<file path="config.mk">
export PLATFORM = sky130hd
export DESIGN_NAME = instr_dispatch_ctrl
export DESIGN_NICKNAME = d
export VERILOG_FILES = /design/src/rtl/instr_dispatch_ctrl.sv
export SDC_FILE = /design/constraint.sdc
export NUM_CORES = 1
export LEC_CHECK = 0
export ABC_CLOCK_PERIOD_IN_PS = 2300
export BUFFER_PORTS_ARGS = -buffer_cell sky130_fd_sc_hd__buf_2
export CELL_PAD_IN_SITES_DETAIL_PLACEMENT = 1
export CELL_PAD_IN_SITES_GLOBAL_PLACEMENT = 2
export CORE_MARGIN = 4
export CORE_UTILIZATION = 28
export DETAILED_ROUTE_END_ITERATION = 16
export PLACE_DENSITY = 0.72
export SLEW_MARGIN = 20
export SYNTH_ARGS = -nofsm -noshare
export SYNTH_HDL_FRONTEND = slang
export SYNTH_SLANG_ARGS = --single-unit
</file>
<file path="constraint.sdc">
create_clock -name clk -period 2.3 [get_ports clk]
set_input_delay 0.69 -clock clk [delete_from_list [all_inputs] [get_ports clk]]
set_output_delay 0.69 -clock clk [all_outputs]
set_load 0.1 [all_outputs]
</file>
<file path="src/rtl/instr_dispatch_ctrl.sv">
// Instruction sequencer: fetch/decode/issue/wait/retire loop with PC control,
// watchdog timeout, illegal-opcode trap and sticky halt/error states.
module instr_dispatch_ctrl #(
    parameter int unsigned TIMEOUT = 32,
    parameter int unsigned CNT_W   = 16
) (
    input  logic             clk,
    input  logic             rst,
    input  logic             run,
    input  logic             clr,
    input  logic [15:0]      mem_data,
    input  logic             mem_valid,
    output logic             mem_rd,
    output logic [15:0]      ir_out,
    output logic             alu_start,
    output logic             mov_start,
    output logic             ldi_start,
    input  logic             alu_done,
    input  logic             mov_done,
    input  logic             ldi_done,
    output logic             pc_inc,
    output logic             pc_load,
    output logic [7:0]       pc_target,
    output logic             busy,
    output logic             halted,
    output logic             err,
    output logic [1:0]       err_code,
    output logic [CNT_W-1:0] instr_count
);

    typedef enum logic [3:0] {
        StIdle, StFetch, StDecode, StIssue, StWait, StRetire, StJump, StHalt, StError
    } state_e;

    localparam logic [7:0] TMax = 8'(TIMEOUT - 1);

    state_e     state_q;
    logic [7:0] timer_q;
    logic [3:0] opcode;
    logic       is_alu, is_mov, is_ldi;
    logic       sel_done, other_done;

    // ir_out is stable from DECODE through RETIRE, so the unit class decodes from it directly.
    assign opcode = ir_out[15:12];
    assign is_mov = (opcode >= 4'd1) && (opcode <= 4'd3);
    assign is_ldi = (opcode == 4'd4);
    assign is_alu = (opcode >= 4'd9);

    assign sel_done   = (is_alu & alu_done) | (is_mov & mov_done) | (is_ldi & ldi_done);
    assign other_done = (~is_alu & alu_done) | (~is_mov & mov_done) | (~is_ldi & ldi_done);

    always_ff @(posedge clk or posedge rst) begin
        if (rst) begin
            state_q     <= StIdle;
            timer_q     <= 8'd0;
            ir_out      <= 16'd0;
            err_code    <= 2'b00;
            instr_count <= '0;
        end else begin
            case (state_q)
                StIdle: begin
                    if (run) begin
                        state_q <= StFetch;
                        timer_q <= 8'd0;
                    end
                end
                StFetch: begin
                    if (mem_valid) begin
                        ir_out  <= mem_data;
                        state_q <= StDecode;
                    end else if (timer_q == TMax) begin
                        state_q  <= StError;
                        err_code <= 2'b11;
                    end else begin
                        timer_q <= timer_q + 8'd1;
                    end
                end
                StDecode: begin
                    case (opcode)
                        4'b0000:          state_q <= StRetire;
                        4'b0101:          state_q <= StJump;
                        4'b0110:          state_q <= StHalt;
                        4'b0111, 4'b1000: begin
                            state_q  <= StError;
                            err_code <= 2'b01;
                        end
                        default:          state_q <= StIssue;
                    endcase
                end
                StIssue: begin
                    state_q <= StWait;
                    timer_q <= 8'd0;
                end
                StWait: begin
                    // A stray done from another unit outranks the expected one.
                    if (other_done) begin
                        state_q  <= StError;
                        err_code <= 2'b10;
                    end else if (sel_done) begin
                        state_q <= StRetire;
                    end else if (timer_q == TMax) begin
                        state_q  <= StError;
                        err_code <= 2'b11;
                    end else begin
                        timer_q <= timer_q + 8'd1;
                    end
                end
                StRetire, StJump: begin
                    instr_count <= instr_count + CNT_W'(1);
                    timer_q     <= 8'd0;
                    state_q     <= run ? StFetch : StIdle;
                end
                StHalt, StError: begin
                    if (clr) begin
                        state_q  <= StIdle;
                        err_code <= 2'b00;
                    end
                end
                default: state_q <= StIdle;
            endcase
        end
    end

    assign mem_rd    = (state_q == StFetch);
    assign alu_start = (state_q == StIssue) && is_alu;
    assign mov_start = (state_q == StIssue) && is_mov;
    assign ldi_start = (state_q == StIssue) && is_ldi;
    assign pc_inc    = (state_q == StRetire);
    assign pc_load   = (state_q == StJump);
    assign pc_target = ir_out[7:0];
    assign busy      = (state_q == StFetch) || (state_q == StDecode) || (state_q == StIssue) ||
                       (state_q == StWait) || (state_q == StRetire) || (state_q == StJump);
    assign halted    = (state_q == StHalt);
    assign err       = (state_q == StError);

endmodule

</file>
# Yosys cells after proc, flatten, opt, wreduce, memory -nomap -nowiden

Index checks and enable logic that the tools add are counted.

Bits in registers: 46
Bits in latches: 0
Memory bits (writable): 0
Bits in read-only memories: 0
Bits of input ports: 24
Output and inout bits: 51
Logic and storage cells: 87
Memories kept: 0

Add/sub/neg operators: 2
Multiply operators: 0
Div/mod/pow operators: 0
Order comparisons: 3
Equality and inequality tests: 21
Shifts and indexed selects: 0
Mux-type cells: 22
Bitwise logic cells: 13
Reductions and logical operators: 21

Operators with widths:

| kind                    | number |
|---|---|
| $mux W8                 | 5 |
| $eq A4 B3 Y1 const B    | 8 |
| $pmux W8 S4             | 1 |
| $pmux W4 S7             | 1 |
| $mux W4                 | 6 |
| $add A16 B1 Y16 const B | 1 |
| $pmux W4 S4             | 1 |
| $mux W2                 | 6 |
| $ne A2 B2 Y1 const B    | 5 |
| $reduce_and A5 Y1       | 2 |
| $add A8 B1 Y8 const B   | 1 |
| $eq A4 B2 Y1 const B    | 2 |
| $eq A4 B4 Y1 const B    | 2 |
| $eq A8 B5 Y1 const B    | 1 |
| $logic_not A4 Y1        | 2 |
| $pmux W2 S4             | 1 |
| $reduce_bool A4 Y1      | 2 |
| $and A1 B1 Y1           | 6 |
| $reduce_or A2 Y1        | 3 |
| $logic_or A1 B1 Y1      | 5 |
| $eq A4 B1 Y1 const B    | 1 |
| $ge A4 B1 Y1 const B    | 1 |
| $ge A4 B4 Y1 const B    | 1 |
| $le A4 B2 Y1 const B    | 1 |
| 8 further kinds         | 17 |

# Logic depth before layout (Yosys ltp)

Gate-level depths: netlist of the first run.

Depth in word-level cells: 8
Gate-level depth with buffers: 8

# Worst setup path before layout of the first run

No wires, ideal clock.

Path type: reg-to-output
From: reg ir_out[12]
To: out mov_start
Data arrival time: 4.223 ns
Required time: 1.610 ns
Setup slack: -2.613 ns
Stages on the path, launching flop included: 4
Path buffers: 1
Cells stage by stage: dfrtp_1 -> clkbuf_1 -> nor2_1 -> nor4_1

Word-level cells in the longest chain between the ends: 3
Elaborated cells between the ends (all ways): 4
Classes of those cells: 2 x order compare; 2 x reduce/logical

Ends and longest elaborated chain:

| element                                             | RTL line | text |
|---|---|---|
| start, declared                                     | 14       | `output logic [15:0] ir_out,` |
| start signal, assigned                              | 69       | `ir_out <= mem_data;` |
| $ge A4 B1 Y1 / $le A4 B2 Y1 (equally long branches) | 45       | `assign is_mov = (opcode >= 4'd1) && (opcode <= 4'd3);` |
| $logic_and A1 B1 Y1 (*)                             | 45       |  |
| $logic_and A1 B1 Y1 (*)                             | 126      | `assign mov_start = (state_q == StIssue) && is_mov;` |
| end, declared                                       | 16       | `output logic mov_start,` |

Mark *: on every way between the ends. The rest lies on a longest branch, timed or not.

# Worst setup path in the final report of the first run

From: reg state_q[0]
To: out mov_start

Word-level cells in the longest chain between the ends: 2

Ends and longest elaborated chain:

| element                | RTL line | text |
|---|---|---|
| start, declared        | 37       | `state_e state_q;` |
| start signal, assigned | 54       | `state_q <= StIdle;` |
| start signal, assigned | 63       | `state_q <= StFetch;` |
| start signal, assigned | 70       | `state_q <= StDecode;` |
| $eq A4 B2 Y1           | 126      |  |
| $logic_and A1 B1 Y1    | 126      |  |

Every way passes these cells.

==> reports/metrics.yaml, run 1 <==
status: "finished, violations left"
violations: "negative setup slack"
setup_viol: 3
placed_area_um2: 3480
hold_viol: 0
io_pins: 75
synth_ff_type: "dfrtp_1"
grt_pass1_vias: 2592
cts-root-buf: "clkbuf_8"
grt.total_usage: 0.141
syn_nets: 288
syn_area_per_cell_um2: 9.99
synth_async_sr_flop_share: 1.00
r2r_setup_slack_ps: 80
synthDistinctLibCells: 57
syn_area_um2: 2620
wl_per_cell_um: 15.8
cp.arrival_ps: 1680
drt_first_pass_iters: 4
area_delta_synth_final_pct: 41.4
numCtsBuffers: 5
htree_levels: 2
worst_slew_pin_slew_ps: 639
die_w_um: 105
grt.overflow.total: 0
crit_required_ps: 1610
vias_per_cell: 4.91
layout.nets: 391
crit_fanout: 4
cts_buffer_depth: 2
postRouteAntennaNets: 0
gp_congestion: 0.830
antenna_found_initial: 0
synth-seq-area-share: 0.440
min_period_ps: 2370
finalInstanceArea_um2: 3700
synth_edf_count: 0
hold_class: "input port to asynchronous set/reset pin"
grt_pass1_wl_um: 12700
drc: 0
tns_ps: -133
diodes: 0
grt_max_degree: 29
cp-end-kind: "output port"
setup_ws_ps: -66.3
cts_sinks: 46
core_um2: 9150
dp_hpwl_um: 5720
cts.reportedPaths.clkPinSlew_ps: 90
die_area_um2: 11000
worstSetupPathType: "flip-flop to output port"
synthCells: 262
fin_skew_ps: 6.50
slew_viol_final: 0
worstSetupStartpointType: "flip-flop"
clk-insertion-delay-late_ps: 300
final_layout_size_suffix_gt1_frac: 0.489
cts_tree: "done"
start_util: 0.286
routed-via-count: 2342
drt_iter0_drc: 36
max_freq_mhz: 423
yosysWarningCount: 0
core.rowCount: 35
min_period_over_period: 1.03
io_buffers: 74
drv_cap: 0
ctsHoldBuffers: 0
rsz0062_at_grt: "yes"
ys_seq_elements: 46
finalWirelength_um: 7550
fp.dieH_um: 105
slew_headroom: 0.570
area by class of cell:
type                       instances  area [um^2]
timing repair buffer             114          830
sequential                        46         1160
clock buffer                       7         76.3
clock inverter                     1         7.51
multi-input combinational        186         1440
inverter                          12         45.0
tap                              111          139
fill                            1066         5450
worst max-delay path, cell delays in order (launching register included):
cell and delay, ps:
dfrtp_2 440, nand2_4 60, or3_4 390, nor4_4 270
buf_12 210
routing by layer:
metal | GRT usage | share of wire | vias up
li1 | - | - | 1125
met1 | 0.174 | 0.43 | 1155
met2 | 0.249 | 0.51 | 53
met3 | 0.0284 | 0.037 | 9
met4 | 0.0384 | 0.016 | 0
met5 | 0 | 0 | -
kinds of logic (layout without fill, tap and decap cells):
logic type / count (synthesis) / in the layout / synth area share
flops: 46 / 46 / 0.440
xor+xnor: 23 / 23 / 0.0770
fa+ha+maj: 2 / 2 / 0.00956
compound gates: 35 / 35 / 0.0909
mux: 19 / 19 / 0.0813
simple gates: 107 / 107 / 0.240
buf+inv: 30 / 134 / 0.0617
cells in the mapped netlist (3+ instances only):
cell type | count | area (um^2)
a21oi_1 | 8 | 40.0
and3_1 | 4 | 25.0
buf_2 | 3 | 15.0
buf_4 | 8 | 60.1
clkbuf_1 | 5 | 18.8
dfrtp_1 | 46 | 1150
inv_1 | 12 | 45.0
mux2_2 | 18 | 203
nand2_1 | 12 | 45.0
nand2b_1 | 5 | 31.3
nand3_1 | 10 | 50.1
nand4_1 | 4 | 25.0
nor2_1 | 28 | 105
nor2b_1 | 3 | 18.8
nor3_1 | 12 | 60.1
nor3_2 | 4 | 40.0
nor4_1 | 3 | 18.8
o21ai_0 | 6 | 30.0
or3_1 | 5 | 31.3
or4b_1 | 3 | 30.0
xnor2_1 | 18 | 158
xor2_1 | 5 | 43.8
stage by stage:
step / hold slack, ps / std cells / util / setup slack [ps]
3_3_place_gp: 456 / 461 / 0.380 / -74.0
3_5_place_dp: 463 / 461 / 0.380 / -84.9
2_1_floorplan: 517 / 262 / - / -455
4_1_cts: 405 / 475 / 0.399 / -74.9
6_report: 400 / 477 / 0.404 / -66.3
5_1_grt: 430 / 477 / 0.404 / -132
state kept, by name (all words and copies together), names as in the netlist:
signal,flops
state_q,4
err_code,2
timer_q,8
ir_out,16
instr_count,16
cell usage in the layout (no fill, tap or decap), types with 4 or more instances in the layout:
cell,Yosys,layout
and3_1,4,4
clkbuf_8,0,5
dfrtp_2,0,5
inv_1,12,11
nor2_4,0,4
mux2_2,18,18
nor3_1,12,9
nand3_1,10,10
o21ai_0,6,6
dfrtp_1,46,40
buf_12,0,10
nand4_1,4,4
xor2_1,5,5
buf_2,3,65
nand2_1,12,10
a21oi_1,8,8
nor2_1,28,22
buf_4,8,36
xnor2_1,18,18
nor3_2,4,5
worst paths after layout:
check                           startpoint               to  cells past startpoint
min reg2reg                instr_count[15]  instr_count[15]                      1
min                                    rst  instr_count[12]                      2
max                             state_q[0]        mov_start                      4
max in group asynchronous              rst       state_q[1]                      3
max reg2reg                     state_q[0]       timer_q[7]                      7
min in group clk           instr_count[15]  instr_count[15]                      1
timing repair:
| action | 4_1_cts | 5_1_grt |
|---|---|---|
| setup endpoints to repair | 5 | 16 |
| gates resized for setup | 10 | 8 |
| pin swaps | 3 | 2 |
| setup buffers | 6 | 2 |
Power of run 1 is left out: the tool's default activity adds up to more than one toggle a clock period on the data nets, which glitch-free logic cannot reach.
==> inputs of run 2 (changes only) <==
Settings changed: CELL_PAD_IN_SITES_DETAIL_PLACEMENT 1 to default, CELL_PAD_IN_SITES_GLOBAL_PLACEMENT 2 to default, CORE_UTILIZATION 28 to 35, PLACE_DENSITY 0.72 to default, PLACE_DENSITY_LB_ADDON from default to 0.25.
==> run 2 against run 1 <==
  * The flow still finishes with violations (negative setup slack)
  * Fmax grew 1.0%
  * Clock-buffer cell count down 1
  * Register-to-register slack gained 40 ps
  * Non-clock buffer count fell by 6
  * Clock skew up 2.9 ps
  * Hold slack improved by 2.2 ps
  * Routed wire length decreased by 15%
  * Final cell count down 3.8%
  * Highest routed layer unchanged
==> reports/metrics.yaml, run 2 (synthesis results as in run 1) <==
status: "finished, violations left"  # unchanged
violations: "negative setup slack"  # unchanged
cts_buffer_depth: 2  # unchanged
cts-root-buf: "clkbuf_8"  # unchanged
rsz0062_at_grt: "yes"  # unchanged
routed-via-count: 2268  # was 2342
slew_headroom: 0.553  # was 0.570
largestRegisters: "instr_count (16), ir_out (16), timer_q (8)"  # unchanged
layout_common_cells: "buf_2 (65), dfrtp_1 (39), buf_4 (30), nor2_1 (22)"  # was buf_2 (65), dfrtp_1 (40), buf_4 (36), nor2_1 (22)
startpoint: "state_q[1]"  # was state_q[0]
start_util: 0.361  # was 0.286
fp.dieH_um: 94.5  # was 105 um
cts.reportedPaths.clkPinSlew_ps: 90  # about the same
slew_viol_final: 0  # unchanged
grtUsageMet2: 0.256  # was 0.249
cpPeakStageDelay_ps: 440  # about the same
numCtsBuffers: 5  # unchanged
gp_congestion: 0.874  # was 0.830
diodes: 0  # unchanged
core.rowCount: 31  # was 35
hold_viol: 0  # unchanged
layout_commonest_cell: "buf_2"  # unchanged
reg2reg_from: "state_q[1]"  # was state_q[0]
cts_sinks: 46  # unchanged
cp.arrival_ps: 1650  # was 1680 ps
io_pins: 75  # unchanged
final_util: 0.509  # was 0.404
io_buffers: 74  # unchanged
postRouteAntennaNets: 0  # unchanged
worst_slew_pin_slew_ps: 665  # was 639 ps
cp-end-kind: "output port"  # unchanged
drv_cap: 0  # unchanged
dp_hpwl_um: 4930  # was 5720 um
worst_path_max_delay_cell: "dfrtp_2"  # unchanged
htree_levels: 2  # unchanged
wl_per_cell_um: 14.0  # was 15.8 um
layout.nets: 385  # was 391
setup_viol: 2  # was 3
fillers: 682  # was 1066
dp_slack_ps: -72.7  # was -84.9 ps
max_freq_mhz: 427  # was 423 MHz
die_area_um2: 8920  # was 11000 um^2
min_period_ps: 2340  # was 2370 ps
crit_required_ps: 1610  # about the same
crit_fanout: 4  # unchanged
core_um2: 7250  # was 9150 um^2
setup_ws_ps: -42.1  # was -66.3 ps
final_layout_size_suffix_gt1_frac: 0.489  # about the same
drc: 0  # unchanged
clk-insertion-delay-late_ps: 300  # about the same
cp_cell_sequence: "nand2_4, or3_4, nor4_4, buf_12"  # unchanged
drt_iter0_drc: 115  # was 36
die_w_um: 94.5  # was 105 um
grt_max_degree: 27  # was 29
drt_first_pass_iters: 4  # unchanged
grt_pass1_vias: 2219  # was 2592
cts_tree: "done"  # unchanged
grt.overflow.total: 0  # unchanged
vias_per_cell: 4.94  # was 4.91
grtUsageMet1: 0.204  # was 0.174
worstSetupPathType: "flip-flop to output port"  # unchanged
fin_skew_ps: 9.45  # was 6.50 ps
worstSetupStartpointType: "flip-flop"  # unchanged
area_delta_synth_final_pct: 41.0  # was 41.4%
path_buf_inv: 1  # unchanged
antenna_found_initial: 0  # unchanged
hold_class: "input port to asynchronous set/reset pin"  # unchanged
critical_path.top_delay_family: "simple AND/OR/NAND/NOR gates"  # unchanged
min_period_over_period: 1.02  # was 1.03
top_usage_layer: "met2"  # unchanged
grt_use_met3: 0.0319  # was 0.0284
finalWirelength_um: 6430  # was 7550 um
grt_pass1_wl_um: 10800  # was 12700 um
grt.total_usage: 0.154  # was 0.141
## run 2: changes by cell type in the layout (fill, tap and decap cells not counted), sizes merged
cell    delta
bufinv     +1
buf        -6
clkbuf     -1
## run 2: worst reg2reg max path, cell delays in order (launching register included)
cell and delay, ps:
dfrtp_2 460, and3_4 210, a221o_1 320, or4_4 630
nor4_4 250, xnor2_1 160, nor2_2 40
## run 2: path summary, 6_finish.rpt
path	cells after the start	slack, ps	to
min in group clk	1	480	instr_count[15]
worst min-delay path	2	400	state_q[2]
worst min register to register	1	480	instr_count[15]
worst max register to register	6	120	timer_q[7]
worst max-delay path	4	-40	mov_start
max in group asynchronous	3	1390	instr_count[9]
## run 2: final cells by class
type / instances / area [um^2] / area share
Clock inverter: 2 / 37.5 / 0.0102
Tap cell: 99 / 124 / 0.0336
Clock buffer: 6 / 72.6 / 0.0197
Timing Repair Buffer: 108 / 793 / 0.215
Sequential cell: 46 / 1160 / 0.315
Multi-Input combinational cell: 186 / 1460 / 0.394
Inverter: 12 / 45.0 / 0.0122
## run 2: timing repair
item	4_1_cts	5_1_grt
pin swaps	3	1
gates resized for setup	7	14
hold buffers	0	0
setup endpoints to repair	6	9
buffers inserted	7	3
## run 2: metal layers
layer	vias up	routed length, um
met5	-	0
met4	0	70
met3	6	273
met2	44	3250
met1	1108	2840
li1	1110	-
## run 2: metrics by stage
step | cells | cell area (um^2) | hold slack, ps | setup TNS, ps
3_3_place_gp | 441 | 3420 | 456 | -84.6
6_report | 459 | 3690 | 403 | -60.0
3_5_place_dp | 441 | 3420 | 478 | -186
2_1_floorplan | 262 | 2710 | 517 | -1950
5_1_grt | 459 | 3690 | 434 | -238
4_1_cts | 456 | 3600 | 406 | -101
Power of run 2 is left out for the same reason.
